$ cat config.mk
export PLATFORM = sky130hd
export DESIGN_NAME = mmio_bridge
export DESIGN_NICKNAME = d
export VERILOG_FILES = /design/src/rtl/mmio_bridge.sv
export SDC_FILE = /design/constraint.sdc
export NUM_CORES = 1
export LEC_CHECK = 0
export ABC_CLOCK_PERIOD_IN_PS = 4100
export CAP_MARGIN = 20
export CORE_UTILIZATION = 50
export CTS_CLUSTER_DIAMETER = 200
export DETAILED_ROUTE_END_ITERATION = 16
export PLACE_DENSITY = 0.66
export SYNTH_ARGS = -nofsm -noshare
export SYNTH_HDL_FRONTEND = slang
export SYNTH_SLANG_ARGS = --single-unit
$ cat constraint.sdc
create_clock -name clk_in -period 4.1 [get_ports clk_in]
set_clock_uncertainty 0.15 [all_clocks]
set_input_delay 0.82 -clock clk_in [delete_from_list [all_inputs] [get_ports clk_in]]
set_output_delay 0.82 -clock clk_in [all_outputs]
set_load 0.05 [all_outputs]
$ cat src/rtl/mmio_bridge.sv
// mmio_bridge: splits core byte accesses between RAM and the I/O page.
// The I/O page holds the UART TX/RX FIFOs, a 32-bit cycle counter and the
// program-stop flag. Reads return data one cycle after the address.
module mmio_bridge #(
  parameter int TX_DEPTH    = 16,
  parameter int RX_DEPTH    = 16,
  parameter int FULL_MARGIN = 2
) (
  input  logic        clk_in,
  input  logic        rst_in,
  input  logic        rdy_in,
  input  logic [31:0] cpu_a,
  input  logic [7:0]  cpu_dout,
  input  logic        cpu_wr,
  output logic [7:0]  cpu_din,
  output logic        io_buffer_full,
  output logic [16:0] ram_a,
  output logic [7:0]  ram_dout,
  output logic        ram_we,
  input  logic [7:0]  ram_din,
  output logic [7:0]  tx_data,
  output logic        tx_valid,
  input  logic        tx_ready,
  input  logic [7:0]  rx_data,
  input  logic        rx_valid,
  output logic        prog_stop,
  output logic        tx_overflow
);

  localparam int TXW = $clog2(TX_DEPTH);
  localparam int RXW = $clog2(RX_DEPTH);
  localparam logic [TXW:0] TX_FULL = (TXW+1)'(TX_DEPTH);
  localparam logic [TXW:0] TX_THR  = (TXW+1)'(TX_DEPTH - FULL_MARGIN);
  localparam logic [RXW:0] RX_FULL = (RXW+1)'(RX_DEPTH);

  // Only address bits [17:0] are decoded.
  logic w_unused_addr;
  assign w_unused_addr = ^cpu_a[31:18];

  logic        w_is_io, w_rd, w_wr, w_io_rd, w_io_wr, w_off_data, w_off_cnt, w_off_stop;
  assign w_is_io    = (cpu_a[17:16] == 2'b11);
  assign w_rd       = rdy_in & ~cpu_wr;
  assign w_wr       = rdy_in & cpu_wr;
  assign w_io_rd    = w_rd & w_is_io;
  assign w_io_wr    = w_wr & w_is_io;
  assign w_off_data = (cpu_a[15:0] == 16'h0000);
  assign w_off_cnt  = (cpu_a[15:2] == 14'h0001);
  assign w_off_stop = (cpu_a[15:0] == 16'h0004);

  assign ram_a    = cpu_a[16:0];
  assign ram_dout = cpu_dout;
  assign ram_we   = w_wr & ~w_is_io;

  logic [31:0]  r_cnt, r_snap;
  logic         r_stop_pending;

  // ---------------- TX FIFO ----------------
  logic [7:0]   r_tx_mem [TX_DEPTH];
  logic [TXW-1:0] r_tx_wr, r_tx_rd;
  logic [TXW:0] r_tx_cnt, w_tx_cnt_nxt;
  logic         w_tx_req, w_tx_push, w_tx_pop;
  logic [7:0]   w_tx_wdata;

  // 0x00 to the data port is a no-op; the first stop write queues a 0x00 marker.
  assign w_tx_req   = w_io_wr & ((w_off_data & (cpu_dout != 8'h00)) |
                                 (w_off_stop & ~r_stop_pending));
  assign w_tx_wdata = w_off_data ? cpu_dout : 8'h00;
  assign w_tx_push  = w_tx_req & (r_tx_cnt != TX_FULL);
  assign w_tx_pop   = tx_valid & tx_ready;
  assign w_tx_cnt_nxt = r_tx_cnt + (TXW+1)'(w_tx_push) - (TXW+1)'(w_tx_pop);
  assign tx_valid   = (r_tx_cnt != '0);
  assign tx_data    = r_tx_mem[r_tx_rd];

  // TX storage; contents need no reset since the count gates them.
  always_ff @(posedge clk_in) begin
    if (w_tx_push) r_tx_mem[r_tx_wr] <= w_tx_wdata;
  end

  // TX pointers, count, near-full flag and sticky overflow.
  always_ff @(posedge clk_in or posedge rst_in) begin
    if (rst_in) begin
      r_tx_wr        <= '0;
      r_tx_rd        <= '0;
      r_tx_cnt       <= '0;
      io_buffer_full <= 1'b0;
      tx_overflow    <= 1'b0;
    end else begin
      if (w_tx_push) r_tx_wr <= r_tx_wr + TXW'(1);
      if (w_tx_pop)  r_tx_rd <= r_tx_rd + TXW'(1);
      r_tx_cnt       <= w_tx_cnt_nxt;
      io_buffer_full <= (w_tx_cnt_nxt >= TX_THR);
      if (w_tx_req && (r_tx_cnt == TX_FULL)) tx_overflow <= 1'b1;
    end
  end

  // ---------------- RX FIFO ----------------
  logic [7:0]   r_rx_mem [RX_DEPTH];
  logic [RXW-1:0] r_rx_wr, r_rx_rd;
  logic [RXW:0] r_rx_cnt;
  logic         w_rx_push, w_rx_pop;

  assign w_rx_push = rx_valid & (r_rx_cnt != RX_FULL);
  assign w_rx_pop  = w_io_rd & w_off_data & (r_rx_cnt != '0);

  // RX storage.
  always_ff @(posedge clk_in) begin
    if (w_rx_push) r_rx_mem[r_rx_wr] <= rx_data;
  end

  // RX pointers and count.
  always_ff @(posedge clk_in or posedge rst_in) begin
    if (rst_in) begin
      r_rx_wr  <= '0;
      r_rx_rd  <= '0;
      r_rx_cnt <= '0;
    end else begin
      if (w_rx_push) r_rx_wr <= r_rx_wr + RXW'(1);
      if (w_rx_pop)  r_rx_rd <= r_rx_rd + RXW'(1);
      r_rx_cnt <= r_rx_cnt + (RXW+1)'(w_rx_push) - (RXW+1)'(w_rx_pop);
    end
  end

  // ---------------- counter, snapshot, stop ----------------
  // Free-running cycle counter; snapshot latched on a read of the low byte.
  always_ff @(posedge clk_in or posedge rst_in) begin
    if (rst_in) begin
      r_cnt  <= '0;
      r_snap <= '0;
    end else begin
      r_cnt <= r_cnt + 32'd1;
      if (w_io_rd && w_off_stop) r_snap <= r_cnt;
    end
  end

  // Stop request is remembered, then reported once the TX FIFO has drained.
  always_ff @(posedge clk_in or posedge rst_in) begin
    if (rst_in) begin
      r_stop_pending <= 1'b0;
      prog_stop      <= 1'b0;
    end else begin
      if (w_io_wr && w_off_stop) r_stop_pending <= 1'b1;
      if (r_stop_pending && (r_tx_cnt == '0)) prog_stop <= 1'b1;
    end
  end

  // ---------------- read path ----------------
  logic [7:0] w_io_rdata, r_io_rdata, r_hold;
  logic       r_sel_io, r_prev_rd;

  // I/O read mux; byte 0 of the counter comes live so the snapshot stays coherent.
  always_comb begin
    w_io_rdata = 8'h00;
    if (w_off_data) begin
      if (r_rx_cnt != '0) w_io_rdata = r_rx_mem[r_rx_rd];
    end else if (w_off_cnt) begin
      case (cpu_a[1:0])
        2'd0:    w_io_rdata = r_cnt[7:0];
        2'd1:    w_io_rdata = r_snap[15:8];
        2'd2:    w_io_rdata = r_snap[23:16];
        default: w_io_rdata = r_snap[31:24];
      endcase
    end
  end

  // Capture read source and I/O data; remember last presented byte for freezes.
  always_ff @(posedge clk_in or posedge rst_in) begin
    if (rst_in) begin
      r_sel_io   <= 1'b0;
      r_prev_rd  <= 1'b0;
      r_io_rdata <= 8'h00;
      r_hold     <= 8'h00;
    end else begin
      r_prev_rd <= w_rd;
      r_hold    <= cpu_din;
      if (w_rd) begin
        r_sel_io   <= w_is_io;
        r_io_rdata <= w_io_rdata;
      end
    end
  end

  assign cpu_din = r_prev_rd ? (r_sel_io ? r_io_rdata : ram_din) : r_hold;

endmodule

==> impl_metrics.yaml, run 1 <==
pwr:
  vdd_ir_drop_max_uv: 373
  swShare: 0.259
  p_leak_uw: 0.00610
  sequentialPowerShare: 0.480
  power.switching_uw: 2320
  comb_power_share: 0.171
  p_int_uw: 6650
  finalPower_uw: 8980
  clkPwrFrac: 0.350
  powerDensity_nw_per_um2: 505
sta:
  tns_ns: 0
  clock.fmax_ghz: 0.252
  max_slew.worst_pin.slew_ns: 1.02
  finalWorstPathRequiredPeriod_ns: 3.97
  finalHoldViolCount: 0
  finalSetupViolations: 0
  rsz0062_at_grt: "false"
  relSlewSlack: 0.312
  maxSlewViolCount: 0
  period_share: 0.968
  worst_slack_ns: 0.130
logic_synthesis:
  synth_seq_cells: 360
  ys_seq_area_frac: 0.679
  synth_cell_types: 49
  netlist_area_um2: 15100
  synth.top_cell.area_share: 0.508
  synth.area.top_cells: "edfxtp_1, dfrtp_1, mux4_2"
  synth_top_area_cell: "edfxtp_1"
  synth_edf_count: 256
  synthArstFlopShare: 0.289
  synth.avg_cell_area_um2: 17.4
  synth_fp_nets: 957
  syn_inst: 870
  ys_warn_count: 0
  ys.flop_type: "edfxtp_1"
floorplanning:
  fp.dieW_um: 176
  fp.dieH_um: 176
  die_area_um2: 31000
  num_rows: 63
  core_um2: 29700
  io_pins: 108
  start_util: 0.510
final_layout:
  area_delta_synth_final_pct: 17.3
  postLayoutCoreUtil: 0.598
  drive_above_1_share: 0.220
  num_antenna_cells: 0
  finalNetCount: 1079
clock_network:
  clockBufferDepth: 3
  insertion_delay_ns: 0.53
  post_cts_buffers: 0
  cts.sinks: 360
  cts_hold_buf: 0
  cts_tree: "yes"
  cts_inserted_buffers: 38
  cts-htree-levels: 2
  cts-root-buf: "clkbuf_16"
  path_clk_slew_ns: 0.06
hold_path:
  hold_class: "reg -> reg"
setup_path:
  critical_path.endpoint_type: "primary output"
  crit_type: "reg -> out"
  start_kind: "flop"
  crit_arrival_ns: 3.00
  required_ns: 3.13
  crit_fanout: 18
place:
  gp_congestion: 0.771
  dp_hpwl_um: 19900
  numPortBuffers: 93
  dp_slack_ns: -0.147
detailed_routing:
  avgViaCountPerCell: 5.53
  via_count: 7798
  finalWirelength_um: 29500
  postRouteAntennaNets: 0
  drt-initial-drc-count: 553
  wl_per_cell_um: 20.9
  drt-pass1-iter-count: 5
  drcViolationCount: 0
run_status:
  status: "finished clean"
grt:
  grt_start_max_net_pins: 62
  busiest_layer: "met2"
  grt_pass1_wl_um: 46700
  grt.met3_usage: 0.0308
  gr-total-overflow: 0
  antenna_found_initial: 0
  grt_use_met1: 0.262
  use_met2: 0.345
  grt_pass1_vias: 8151
  grt_usage: 0.199
job:
  maxCapViolCount: 0
[cell usage after synthesis (4+ instances only)]
master / n
xnor2_1: 35
xor2_1: 15
or4_1: 5
buf_1: 10
nor4_1: 9
edfxtp_1: 256
o221ai_1: 7
nor3_1: 21
nand3_1: 15
a31oi_1: 8
nor2_1: 29
buf_2: 11
nand2b_1: 5
nand4_1: 17
ha_1: 23
mux4_2: 80
and3_1: 6
inv_1: 30
and4_1: 4
dfrtp_1: 104
mux2_2: 26
a21oi_1: 13
and2_1: 18
buf_4: 26
clkbuf_1: 17
nand2_1: 21
mux2i_1: 23
[cells in the final DEF, fill, tap and decap left out, types with 5 or more instances in the layout]
cell	synthesis	routed
buf_4	26	53
mux4_2	80	80
xor2_1	15	15
xnor2_1	35	35
nor2_1	29	29
dfrtp_1	104	102
a31oi_1	8	8
nor3_1	21	21
clkbuf_16	0	38
nand2_1	21	21
and2_1	18	18
clkdlybuf4s50_1	0	91
clkbuf_1	17	17
o221ai_1	7	7
mux2_2	26	26
or4_1	5	5
nor4_1	9	9
ha_1	23	23
mux2i_1	23	23
inv_1	30	29
nand3_1	15	15
a21oi_1	13	13
edfxtp_1	256	256
nand2b_1	5	5
nand4_1	17	17
and3_1	6	6
[layout make-up]
cell class	instances	area [um^2]
repair buffers	148	1360
clock buffers	57	1040
flip-flops and latches	360	10300
fillers	2204	12000
multi-input cells	413	4370
inverters	31	119
well taps	390	488
clock inverters	10	91.3
[worst paths after layout]
kind	startpoint	end	slack, ns	cells after the start
setup / recovery	r_tx_rd[0]	tx_data[5]	0.13	4
hold / removal	tx_overflow	tx_overflow	0.31	2
setup reg to reg	r_tx_cnt[3]	io_buffer_full	0.89	12
hold reg to reg	tx_overflow	tx_overflow	0.31	2
max in group asynchronous	rst_in	r_rx_cnt[0]	2.49	3
min in group asynchronous	rst_in	r_rx_rd[0]	0.59	2
[metal layers]
layer	up-vias	wire, um
li1	3608	-
met2	167	15400
met3	41	1130
met4	0	601
met1	3982	12300
met5	-	0
[power by group through the flow]
stage	clock [uW]	combinational, uW	sequential (uW)
finish	3140	1530	4300
global placement	0	1540	4380
global route	3350	1680	4330
floorplan	0	1180	4300
detailed placement	0	1560	4380
CTS	3220	1570	4310
[through the flow]
step	hold WS, ns	cells	area, um^2
final	0.315	1409	17800
after global routing	0.328	1409	17800
after CTS	0.321	1408	17800
after detailed placement	0.295	1341	16600
after global placement	0.290	1341	16600
after floorplan	0.291	870	15100
[critical path: stages, from the launching register on]
cell and delay [ns]:
dfrtp_2 0.35, buf_4 0.33, mux4_2 0.60, mux4_2 0.47, clkdlybuf4s50_1 0.72
[sequential cells by signal, summed over array words and instances (netlist names)]
| signal | flops |
|---|---|
| io_buffer_full | 1 |
| prog_stop | 1 |
| r_cnt | 32 |
| r_hold | 8 |
| r_io_rdata | 8 |
| r_prev_rd | 1 |
| r_rx_cnt | 5 |
| r_rx_mem | 128 |
| r_rx_rd | 4 |
| r_rx_wr | 4 |
| r_sel_io | 1 |
| r_snap | 24 |
| r_stop_pending | 1 |
| r_tx_cnt | 5 |
| r_tx_mem | 128 |
| r_tx_rd | 4 |
| r_tx_wr | 4 |
| tx_overflow | 1 |
[what timing repair did]
item	in CTS	in global routing
hold endpoints to repair	0	0
endpoints found under the setup margin	0	2
gates resized for setup	0	2
[logic make-up after synthesis]
| family | synth area share |
|---|---|
| adders and majority gates | 0.0216 |
| buffers and inverters | 0.0324 |
| DFF | 0.679 |
| and+or+nand+nor | 0.0653 |
| muxes | 0.154 |
| AOI/OAI and AO/OA | 0.0181 |
| xor gates and xnor gates | 0.0289 |
Note: power is estimated with default switching activity, not from simulation.
==> run 2: changes to the inputs <==
--- a/config.mk
+++ b/config.mk
@@ -8,6 +8,7 @@
 export ABC_CLOCK_PERIOD_IN_PS = 4100
 export CAP_MARGIN = 20
 export CORE_UTILIZATION = 50
+export CTS_BUF_LIST = sky130_fd_sc_hd__clkbuf_2
 export CTS_CLUSTER_DIAMETER = 200
 export DETAILED_ROUTE_END_ITERATION = 16
 export PLACE_DENSITY = 0.66
==> run 2 against run 1 <==
Net effect:
- via count rose by 3.8%
- hold slack got worse by 0.10 ns
- non-clock buffer count did not move
- critical path type unchanged
- critical endpoint is now tx_data[0]
- largest cell class unchanged
==> impl_metrics.yaml, run 2 (same netlist as run 1, synthesis figures left out) <==
run_status:
  status: "finished clean"
clock_network:
  cts_tree: "yes"
  cts-root-buf: "clkbuf_2"
  path_clk_slew_ns: 0.11
  cts.sinks: 360
  cts-htree-levels: 3
  insertion_delay_ns: 0.95
  clockBufferDepth: 3
  cts_inserted_buffers: 89
setup_path:
  path_delay_family: "multiplexers"
  crit_type: "reg -> out"
  start_kind: "flop"
  crit_chain: "buf_8, mux4_2, mux4_2, clkdlybuf4s15_2"
  critPathSlowestCell: "mux4_2"
  crit_fanout: 18
  crit_cells: 4
  slowest_delay_ns: 0.57
  cp_num_buf_inv: 2
  crit_top_cell: "mux4_2"
  critical_path.endpoint_type: "primary output"
  worstRegToRegCells: 12
  required_ns: 3.13
  crit_arrival_ns: 2.94
pwr:
  powerDensity_nw_per_um2: 471
  vdd_ir_drop_max_uv: 370
  p_leak_uw: 0.00620
detailed_routing:
  drt-pass1-iter-count: 5
  wl_per_cell_um: 19.9
  postRouteAntennaNets: 0
  drt-initial-drc-count: 487
  avgViaCountPerCell: 5.38
  via_count: 8098
  drcViolationCount: 0
  finalWirelength_um: 30000
sta:
  fin_hold_ws_ns: 0.212
  worst_slack_ns: 0.192
  relSlewSlack: 0.318
  finalHoldViolCount: 0
  finalWorstPathRequiredPeriod_ns: 3.91
  tns_ns: 0
  period_share: 0.953
  max_slew.worst_pin.slew_ns: 1.01
  rsz0062_at_grt: "false"
  finalSetupViolations: 0
  clock.fmax_ghz: 0.256
  maxSlewViolCount: 0
grt:
  gr-total-overflow: 0
  antenna_found_initial: 1
  grt_usage: 0.205
  grt_start_max_net_pins: 62
  grt_pass1_wl_um: 47700
  grt_pass1_vias: 8607
place:
  gp_congestion: 0.771
  dp_hpwl_um: 19900
  numPortBuffers: 93
  dp_slack_ns: -0.147
floorplanning:
  fp.dieH_um: 176
  fp.dieW_um: 176
  start_util: 0.510
  die_area_um2: 31000
  num_rows: 63
  core_um2: 29700
  io_pins: 108
final_layout:
  layout_common_cells: "edfxtp_1, clkbuf_2, dfrtp_1, clkdlybuf4s50_1, mux4_2"
  nFillCells: 2288
  final_common_cell: "edfxtp_1"
  area_delta_synth_final_pct: 15.5
  finalNetCount: 1130
  reg.largest.list: "r_rx_mem (128), r_tx_mem (128), r_cnt (32)"
  drive_above_1_share: 0.297
hold_path:
  hold_class: "in -> async"
job:
  maxCapViolCount: 0
[run 2: cell types whose count changed in the layout (fill, tap and decap cells not counted), sizes merged]
cell / previous run / this run
dlymetal6s2s: 2 / 0
clkdlybuf4s50: 91 / 85
diode: 0 / 1
clkinv: 8 / 20
clkbuf: 58 / 140
clkdlybuf4s15: 0 / 8
inv: 32 / 33
clkinvlp: 0 / 1
[run 2: cell type report]
type	instances	area (um^2)	share of cell area
Clock buffer	139	696	0.0398
Antenna cell	1	2.50	0.000143
Sequential cell	360	10300	0.589
Tap cell	390	488	0.0279
Clock inverter	24	141	0.00809
Timing Repair Buffer	148	1380	0.0788
Multi-Input combinational cell	413	4370	0.250
Inverter	31	119	0.00680
[run 2: per-layer routing]
metal  vias to the layer above  track usage  wire length, um  part of all wire
met5                         -            0                0                 0
met4                         0       0.0946              778             0.026
met3                        54       0.0392             1080             0.036
met2                       181        0.341            15500              0.52
met1                      4101        0.261            12700              0.42
li1                       3762            -                -                 -
[run 2: worst reg2reg max path, cell delays in order, from the launching register on]
cell and delay, ns:
dfrtp_1 0.40, inv_1 0.08, ha_1 0.16, nor4b_1 0.49, nor2b_1 0.24, ha_1 0.33
inv_1 0.04, ha_1 0.19, fa_1 0.39, a21oi_1 0.16, o21bai_1 0.10, xnor2_1 0.14
a31o_2 0.21
[run 2: through the flow]
step | instances | total power (uW) | utilization | cell area, um^2
2_1_floorplan | 870 | 5480 | - | 15100
3_3_place_gp | 1341 | 5920 | 0.559 | 16600
3_5_place_dp | 1341 | 5940 | 0.559 | 16600
4_1_cts | 1504 | 8360 | 0.588 | 17500
5_1_grt | 1506 | 8690 | 0.588 | 17500
6_report | 1506 | 8240 | 0.588 | 17500
[run 2: repair_timing]
| action | CTS | global route |
|---|---|---|
| gates resized for setup | 26 | 1 |
| hold buffers | 0 | 0 |
| setup buffers | 0 | 0 |
| endpoints found under the setup margin | 8 | 1 |
| cloned | 0 | 0 |
[run 2: power by group]
| group | switching [uW] | leakage (uW) | internal, uW |
|---|---|---|---|
| sequential | 169 | 0.00343 | 4130 |
| combinational | 848 | 0.00212 | 692 |
| clock | 1430 | 0.000642 | 972 |
[run 2: final timing paths]
path / from / to / slack, ns
worst max-delay path: r_tx_rd[0] / tx_data[0] / 0.19
worst min-delay path: rst_in / r_tx_cnt[3] / 0.21
worst max register to register: r_tx_cnt[3] / io_buffer_full / 0.90
worst min register to register: r_cnt[31] / r_cnt[31] / 0.33
max in group asynchronous: rst_in / r_snap[10] / 2.85
min in group clk_in: r_cnt[31] / r_cnt[31] / 0.33
==> run 3: changes to the inputs <==
--- a/config.mk
+++ b/config.mk
@@ -8,7 +8,7 @@
 export ABC_CLOCK_PERIOD_IN_PS = 4100
 export CAP_MARGIN = 20
 export CORE_UTILIZATION = 50
-export CTS_BUF_LIST = sky130_fd_sc_hd__clkbuf_2
+export CTS_BUF_LIST = sky130_fd_sc_hd__clkbuf_4
 export CTS_CLUSTER_DIAMETER = 200
 export DETAILED_ROUTE_END_ITERATION = 16
 export PLACE_DENSITY = 0.66
==> run 3 against run 2 <==
Net effect:
- first-iteration DRC count down 8.4%
- clock power grew 24%
- wire length shrank 0.31%
- count of clock-buffer cells in the layout stayed put
- via count fell by 0.42%
- maximum frequency grew 0.45%
- sequential cell count did not move
- global-route usage fell by 0.088 points
- utilization grew 1.0 points
- hold slack improved by 0.11 ns
- sequential power barely moved
- critical endpoint unchanged
- largest power group unchanged
==> impl_metrics.yaml, run 3 (same netlist as run 1, synthesis figures left out) <==
setup_path:
  worstRegToRegCells: 12
  r2r_slack_ns: 0.91
  crit_top_cell: "mux4_2"
  rr_startpoint: "r_tx_cnt[3]"
  required_ns: 3.13
  critical_path.endpoint_type: "primary output"
  r2r-end: "io_buffer_full"
  crit_type: "reg -> out"
  cp_num_buf_inv: 2
  start_kind: "flop"
  crit_fanout: 18
  crit_chain: "buf_4, mux4_2, mux4_2, dlygate4sd2_1"
  path_delay_family: "multiplexers"
  critPathSlowestCell: "mux4_2"
  slowest_delay_ns: 0.60
  crit_arrival_ns: 2.92
job:
  maxCapViolCount: 0
clock_network:
  path_clk_slew_ns: 0.07
  cts.sinks: 360
  insertion_delay_ns: 0.73
  post_cts_buffers: 0
  cts_resized: 8
  cts-root-buf: "clkbuf_4"
  cts-htree-levels: 3
  cts_hold_buf: 0
  clockBufferDepth: 3
  cts_tree: "yes"
  cts_inserted_buffers: 90
detailed_routing:
  drt-initial-drc-count: 446
  finalWirelength_um: 29900
  wl_per_cell_um: 19.9
  drt-pass1-iter-count: 5
  drcViolationCount: 0
  via_count: 8064
  postRouteAntennaNets: 0
  avgViaCountPerCell: 5.35
sta:
  relSlewSlack: 0.334
  fin_hold_ws_ns: 0.321
  max_slew.worst_pin.slew_ns: 0.991
  finalHoldViolCount: 0
  finalWorstPathRequiredPeriod_ns: 3.89
  maxSlewViolCount: 0
  finalSetupViolations: 0
  rsz0062_at_grt: "false"
  worst_slack_ns: 0.209
  period_share: 0.949
  clock.fmax_ghz: 0.257
floorplanning:
  core_um2: 29700
  io_pins: 108
  fp.dieH_um: 176
  start_util: 0.510
  die_area_um2: 31000
  fp.dieW_um: 176
  num_rows: 63
grt:
  grt_usage: 0.204
  gr-total-overflow: 0
  grt_pass1_vias: 8596
  grt_pass1_wl_um: 47600
  grt_start_max_net_pins: 62
  antenna_found_initial: 1
place:
  gp_congestion: 0.771
  dp_cells: 1341
  dp_hpwl_um: 19900
  numPortBuffers: 93
  dp_slack_ns: -0.147
pwr:
  vdd_ir_drop_max_uv: 294
  powerDensity_nw_per_um2: 494
  finalPower_uw: 8790
  p_leak_uw: 0.00623
hold_path:
  hold_end: "prog_stop"
  hold_class: "reg -> reg"
  holdPathStages: 1
  hp-start: "prog_stop"
final_layout:
  finalNetCount: 1131
  reg.largest.list: "r_rx_mem (128), r_tx_mem (128), r_cnt (32)"
  nFillCells: 2252
  layout_common_cells: "edfxtp_1, clkbuf_4, dfrtp_1, clkdlybuf4s50_1, mux4_2"
  final_common_cell: "edfxtp_1"
  stdcell_count: 1507
  area_delta_synth_final_pct: 17.5
  drive_above_1_share: 0.290
run_status:
  status: "finished clean"
-- run 3: changes by cell type in the layout (fill, tap and decap cells not counted) --
cell	before	now
buf_4	51	53
buf_6	1	0
buf_8	1	0
bufinv_16	1	0
clkbuf_2	139	0
clkbuf_4	1	140
clkdlybuf4s15_2	8	0
diode_2	1	2
dlygate4sd2_1	0	8
inv_2	1	0
inv_6	2	4
-- run 3: final cells by class --
class / instances / area, um^2 / share of cell area
flip-flops and latches: 360 / 10300 / 0.579
multi-input cells: 413 / 4370 / 0.246
repair buffers: 148 / 1350 / 0.0757
clock buffers: 139 / 1040 / 0.0587
well taps: 390 / 488 / 0.0274
clock inverters: 24 / 125 / 0.00703
inverters: 31 / 119 / 0.00668
diodes: 2 / 5.00 / 0.000281
-- run 3: worst max-delay path by stage --
stage,to,cells after the start,from
2_1_floorplan,io_buffer_full,14,cpu_a[1]
3_3_place_gp,io_buffer_full,12,cpu_a[10]
3_5_place_dp,io_buffer_full,12,cpu_a[10]
4_1_cts,tx_data[0],4,r_tx_rd[0]
5_1_grt,tx_data[7],4,r_tx_rd[0]
6_report,tx_data[0],4,r_tx_rd[0]
-- run 3: per-stage QoR --
step	util	cell area [um^2]	TNS, ns
after floorplan	-	15100	0
after global placement	0.559	16600	-0.0743
after detailed placement	0.559	16600	-0.147
after CTS	0.598	17800	0
after global routing	0.599	17800	0
final	0.599	17800	0
-- run 3: power breakdown --
part / total (uW) / internal [uW] / switching [uW]
combinational: 1520 / 672 / 845
sequential: 4300 / 4140 / 167
clock: 2970 / 1560 / 1410
-- run 3: layer usage --
layer	GRT usage	vias to the layer above	wire length, um
li1	-	3779	-
met1	0.260	4088	12700
met2	0.346	168	15500
met3	0.0452	29	1190
met4	0.0696	0	490
met5	0	-	0
